### config.mk
export PLATFORM = sky130hd
export DESIGN_NAME = permutation_flat
export DESIGN_NICKNAME = d
export VERILOG_FILES = /design/src/rtl/permutation_if.sv /design/src/rtl/permutation.sv /design/src/flat_wrapper.sv
export SDC_FILE = /design/constraint.sdc
export NUM_CORES = 2
export LEC_CHECK = 0
export CAP_MARGIN = 25
export CORE_AREA = 10 10 323 559
export DETAILED_ROUTE_END_ITERATION = 8
export DIE_AREA = 0 0 333 569
export GPL_TIMING_DRIVEN = 0
export HOLD_SLACK_MARGIN = 0.08
export PLACE_DENSITY_LB_ADDON = 0.08
export SETUP_SLACK_MARGIN = 0.5
export SLEW_MARGIN = 20
export SYNTH_ARGS = -nofsm -noshare
export SYNTH_HDL_FRONTEND = slang
export SYNTH_SLANG_ARGS = --single-unit
### constraint.sdc
create_clock -name clk -period 3.8 [get_ports clk]
set_input_delay 0.57 -clock clk [delete_from_list [all_inputs] [get_ports clk]]
set_output_delay 0.57 -clock clk [all_outputs]
set_load 0.005 [all_outputs]
### src/rtl/permutation_if.sv
// Request/response bundle for the iterative ASCON permutation core.
// The requester drives the input state, round count and start strobe;
// the core returns the registered result state.
interface permutation_if;
    logic [319:0] S;
    logic [4:0]   round;
    logic         start;
    logic [319:0] S_out;

    modport master (
        output S,
        output round,
        output start,
        input  S_out
    );

    modport slave (
        input  S,
        input  round,
        input  start,
        output S_out
    );
endinterface

### src/rtl/permutation.sv
// Iterative ASCON permutation p^N over a 320-bit state (x0..x4, 64-bit words).
// The state and N = min(round, 12) are captured on start. Round i of N uses
// constant index r = 12 - N + i. The core tracks the number of rounds still
// pending, so r is simply 12 - remaining.
// Optional build macro PERM_UNROLL2_EN: two cascaded rounds per clock. An odd
// N finishes with a single round, and N = 0 still takes one cycle.
module permutation (
    input  logic            clk,
    input  logic            rst,
    permutation_if.slave    bus
);

    typedef enum logic {
        ST_IDLE,
        ST_RUN
    } fsm_t;

    fsm_t         fsm_q, fsm_d;
    logic [319:0] state_q, state_d;
    logic [319:0] sout_q, sout_d;
    logic [3:0]   cnt_q, cnt_d;
    logic [3:0]   rc;
    logic [319:0] rnd1;
`ifdef PERM_UNROLL2_EN
    logic [319:0] rnd2;
`endif

    function automatic logic [63:0] ror64(input logic [63:0] x, input int unsigned n);
        logic [127:0] d;
        d = {x, x} >> n;
        return d[63:0];
    endfunction

    // One ASCON round: constant addition, bitsliced S-box, linear diffusion.
    function automatic logic [319:0] round_f(input logic [319:0] s, input logic [3:0] r);
        logic [63:0] x0, x1, x2, x3, x4;
        logic [63:0] t0, t1, t2, t3, t4;
        logic [3:0]  rinv;
        rinv = 4'd15 - r;
        x0 = s[319:256];
        x1 = s[255:192];
        x2 = s[191:128];
        x3 = s[127:64];
        x4 = s[63:0];
        x2 = x2 ^ {56'd0, rinv, r};
        x0 = x0 ^ x4;
        x4 = x4 ^ x3;
        x2 = x2 ^ x1;
        t0 = ~x0 & x1;
        t1 = ~x1 & x2;
        t2 = ~x2 & x3;
        t3 = ~x3 & x4;
        t4 = ~x4 & x0;
        x0 = x0 ^ t1;
        x1 = x1 ^ t2;
        x2 = x2 ^ t3;
        x3 = x3 ^ t4;
        x4 = x4 ^ t0;
        x1 = x1 ^ x0;
        x0 = x0 ^ x4;
        x3 = x3 ^ x2;
        x2 = ~x2;
        x0 = x0 ^ ror64(x0, 19) ^ ror64(x0, 28);
        x1 = x1 ^ ror64(x1, 61) ^ ror64(x1, 39);
        x2 = x2 ^ ror64(x2, 1)  ^ ror64(x2, 6);
        x3 = x3 ^ ror64(x3, 10) ^ ror64(x3, 17);
        x4 = x4 ^ ror64(x4, 7)  ^ ror64(x4, 41);
        return {x0, x1, x2, x3, x4};
    endfunction

    // Constant index for the next round to apply.
    assign rc   = 4'd12 - cnt_q;
    assign rnd1 = round_f(state_q, rc);
`ifdef PERM_UNROLL2_EN
    assign rnd2 = round_f(rnd1, rc + 4'd1);
`endif

    assign bus.S_out = sout_q;

    // Next-state logic: capture on start when idle, then apply rounds until none remain.
    always_comb begin
        fsm_d   = fsm_q;
        state_d = state_q;
        sout_d  = sout_q;
        cnt_d   = cnt_q;
        case (fsm_q)
            ST_IDLE: begin
                if (bus.start) begin
                    state_d = bus.S;
                    cnt_d   = (bus.round > 5'd12) ? 4'd12 : bus.round[3:0];
                    fsm_d   = ST_RUN;
                end
            end
            ST_RUN: begin
                if (cnt_q == 4'd0) begin
                    // Zero rounds requested: publish the captured state unchanged.
                    sout_d = state_q;
                    fsm_d  = ST_IDLE;
`ifdef PERM_UNROLL2_EN
                end else if (cnt_q == 4'd1) begin
                    state_d = rnd1;
                    sout_d  = rnd1;
                    cnt_d   = 4'd0;
                    fsm_d   = ST_IDLE;
                end else begin
                    state_d = rnd2;
                    cnt_d   = cnt_q - 4'd2;
                    if (cnt_q == 4'd2) begin
                        sout_d = rnd2;
                        fsm_d  = ST_IDLE;
                    end
                end
`else
                end else begin
                    state_d = rnd1;
                    cnt_d   = cnt_q - 4'd1;
                    if (cnt_q == 4'd1) begin
                        sout_d = rnd1;
                        fsm_d  = ST_IDLE;
                    end
                end
`endif
            end
            default: fsm_d = ST_IDLE;
        endcase
    end

    // State registers; reset clears everything and aborts a running operation.
    always_ff @(posedge clk) begin
        if (rst) begin
            fsm_q   <= ST_IDLE;
            state_q <= '0;
            sout_q  <= '0;
            cnt_q   <= '0;
        end else begin
            fsm_q   <= fsm_d;
            state_q <= state_d;
            sout_q  <= sout_d;
            cnt_q   <= cnt_d;
        end
    end

endmodule

### src/flat_wrapper.sv
// flat-port wrapper written by rule: the top's interface ports become plain ports
module permutation_flat 
  (clk, rst, bus_S, bus_round, bus_start, bus_S_out);
  permutation_if bus_i ();
  input  logic clk;
  input  logic rst;
  input wire logic [$bits(bus_i.S)-1:0] bus_S;
  input wire logic [$bits(bus_i.round)-1:0] bus_round;
  input wire logic [$bits(bus_i.start)-1:0] bus_start;
  output wire logic [$bits(bus_i.S_out)-1:0] bus_S_out;
  assign bus_i.S = bus_S;
  assign bus_i.round = bus_round;
  assign bus_i.start = bus_start;
  assign bus_S_out = bus_i.S_out;
  permutation u_core (.clk(clk), .rst(rst), .bus(bus_i));
endmodule
==> flow_metrics.tcl <==
set metrics [dict create \
    path_delay_family "XOR/XNOR gates" \
    cp-start-kind "register" \
    finClkSkew_ns 0.0348 \
    yosysSeqAreaShare_pct 30.4 \
    root_buffer "clkbuf_16" \
    syn_avg_cell_area_sq_um 9.02 \
    ys_types 51 \
    synth_top_family_by_area "XOR/XNOR gates" \
    worstMarginPinSlew_ns 1.22 \
    grt_pass1_wl_microns 418000 \
    cts_buffer_depth 3 \
    routabilityCongestion 1.01 \
    vias 42400 \
    drtIter0Drc 4481 \
    first_pass_iters 6 \
    wire_per_inst_microns 41.7 \
    rsz0062_at_grt "yes" \
    slowest_stage "xnor2_2" \
    ant_nets 0 \
    synth_mux_area_share_pct 1.54 \
    num-nets-final 5998 \
    hold_depth 2 \
    die_w_microns 333 \
    num_rows 201 \
    crit_path_start "u_core.state_q[212]" \
    cp_data_required_time_ns 4.44 \
    io_pins 648 \
    status "finished, final reports clean" \
    slowest_delay_ns 0.76 \
    cp_max_fo 4 \
    ff2ff_path_depth 8 \
    max_freq_mhz 290 \
    synth_compound_area_share_pct 21.9 \
    path_class "reg2reg" \
    whs_endpoint "u_core.bus.S_out[197]" \
    dp_hpwl_microns 278000 \
    drcViolationCount 0 \
    synth-adder-area-share_pct 3.85 \
    fin_crit_ns 3.45 \
    antenna_found_initial 14 \
    vias_per_cell 5.40 \
    clk_latency_ns 0.72 \
    hold-worst-slack_ns 0.440 \
    synth_commonest_cells "645 x dfxtp_1, 539 x nand2_1, 534 x xnor2_1" \
    cts_sinks 645 \
    area_growth_pct 36.4 \
    syn_nets 5170 \
    grt_start_max_net_pins 14 \
    dp_cells 7673 \
    hp-class "reg2reg" \
    setup_viol 0 \
    async_reset_ff_share_pct 0 \
    r2r_slack_ns 0.35 \
    fin_cells 7847 \
    netlist.area_leader.share_pct 30.4 \
    ys_warn_count 0 \
    finalHoldViolations 0 \
    synth_area_leaders "dfxtp_1 30%, xnor3_1 11%, xnor2_1 11%, a21oi_1 4.9%, nand2_1 4.8%" \
    dieArea_sq_um 189000 \
    synth.cell_area_sq_um 42500 \
    hold_start "u_core.bus.S_out[197]" \
    overflow 0 \
    port-buffer-count 646 \
    die_y_microns 569 \
    drt_wl_total_microns 327000 \
    core-area_sq_um 171000 \
    fin_util_pct 33.9 \
    initial_core_util_pct 24.9 \
    worstPathCellList "inv_1 -> ha_1 -> xnor2_2 -> xnor2_2 -> buf_6 -> xnor3_1 -> a221oi_1 -> a21o_1" \
    slew_viol_final 0 \
    reg2reg_from "u_core.state_q[212]" \
    dominantRegCellSynth "dfxtp_1" \
    cts_tree "yes" \
    synthSimpleGateAreaFrac_pct 10.0 \
    finalCritPeriodShare_pct 90.7 \
    synth.most_common_cell "dfxtp_1" \
    relSlewSlack_pct 18.3 \
    synth_cells 4712 \
    synth_area_leader_cell "dfxtp_1" \
    cap_viol_max_count 0 \
    synth-xor-area-share_pct 27.7 \
    crit_arrival_ns 4.09 \
    fin_setup_tns_ns 0 \
    postCtsHoldBufs 0 \
    cpMostUsedCell "xnor2_2" \
    grt_pass1_vias 41600 \
    grtUsageTotal_pct 33.2 \
    htreeDepth 3 \
    synth-edff-count 0 \
    reg2reg_to "u_core.bus.S_out[74]" \
    ys_seq_elements 645 \
    worst_setup_path_end_kind "register" \
    drive_above_1_share_pct 11.6 \
    numCtsBuffers 79 \
    critPathBufInv 2 \
    clkTransAtPathRegs_ns 0.07 \
]
## layer usage
| metal | up-vias | part of all wire, % | global-route usage (%) |
|---|---|---|---|
| met5 | - | 0.0073 | 0 |
| met4 | 4 | 11 | 29.1 |
| met3 | 689 | 6.3 | 5.88 |
| met2 | 2446 | 46 | 54.7 |
| met1 | 21000 | 37 | 36.6 |
| li1 | 18200 | - | - |
## stage by stage
stage | cell area (sq um) | setup slack (ns)
detailed placement | 53900 | -0.464
CTS | 57700 | 0.494
floorplan | 42500 | 0.855
finish | 58000 | 0.354
global placement | 51800 | -2.55
global route | 57900 | 0.483
## cells in the final DEF, fill, tap and decap left out, drive strengths merged, types with 8 or more instances in the layout
cell / synthesis / layout
dfxtp: 645 / 645
diode: 0 / 15
a211oi: 105 / 105
a221oi: 169 / 169
xor2: 101 / 101
nand2: 539 / 539
a31o: 9 / 9
o221ai: 70 / 70
xor3: 32 / 32
clkinv: 0 / 17
bufinv: 0 / 10
o221a: 24 / 24
and2: 65 / 65
nor2: 298 / 298
nand2b: 52 / 52
mux2i: 63 / 63
clkbuf: 276 / 379
xnor2: 573 / 573
a31oi: 31 / 31
o211ai: 8 / 8
nand4: 9 / 9
and4: 30 / 30
a21oi: 417 / 417
o21ai: 343 / 343
a21o: 246 / 246
clkdlybuf4s50: 0 / 646
inv: 179 / 183
xnor3: 213 / 213
buf: 51 / 151
ha: 130 / 130
## sequential cells by signal, indices dropped and copies added, names as in the netlist
signal            flops
u_core.cnt_q          4
u_core.state_q      320
u_core.bus.S_out    320
u_core.fsm_q          1
## final cells by class
type | count | area [sq um]
flip-flops and latches | 645 | 12900
clock buffers | 104 | 2240
clock inverters | 36 | 465
multi-input cells | 3561 | 29600
repair buffers | 747 | 7800
diodes | 15 | 37.5
well taps | 2233 | 2790
fillers | 18000 | 113000
plain buffers | 327 | 1480
inverters | 179 | 672
## worst max path at each step
stage | to | cells after the start | slack, ns
after floorplan | u_core.state_q[124] | 11 | 0.85
after global placement | u_core.state_q[313] | 7 | -2.55
after detailed placement | u_core.bus.S_out[127] | 10 | -0.46
after CTS | u_core.state_q[114] | 12 | 0.49
after global routing | u_core.cnt_q[2] | 14 | 0.48
final | u_core.bus.S_out[74] | 8 | 0.35
## kinds of logic after synthesis
logic type | Yosys count
AO/OA/AOI/OAI | 1441
flip-flops | 645
adder cells (fa/ha/maj) | 131
XOR/XNOR | 919
AND/OR/NAND/NOR | 1006
buffers and inverters | 506
multiplexers | 64
## what timing repair did
action                                  CTS  global route
buffers inserted                         17             1
pin swaps                                12             2
endpoints found under the setup margin  616           218
gates resized for setup                 174            52
cloned                                    0             0
## worst register-to-register path, delay by kind of cell (launching register included)
kind	cells	cell delay, ns
XOR/XNOR	3	1.30
AO/OA/AOI/OAI	2	0.72
flip-flops	1	0.53
buffers and inverters	2	0.46
adder cells (fa/ha/maj)	1	0.36
Power is left out: the tool's default activity adds up to more than one toggle a clock period on the data nets, which glitch-free logic cannot reach.
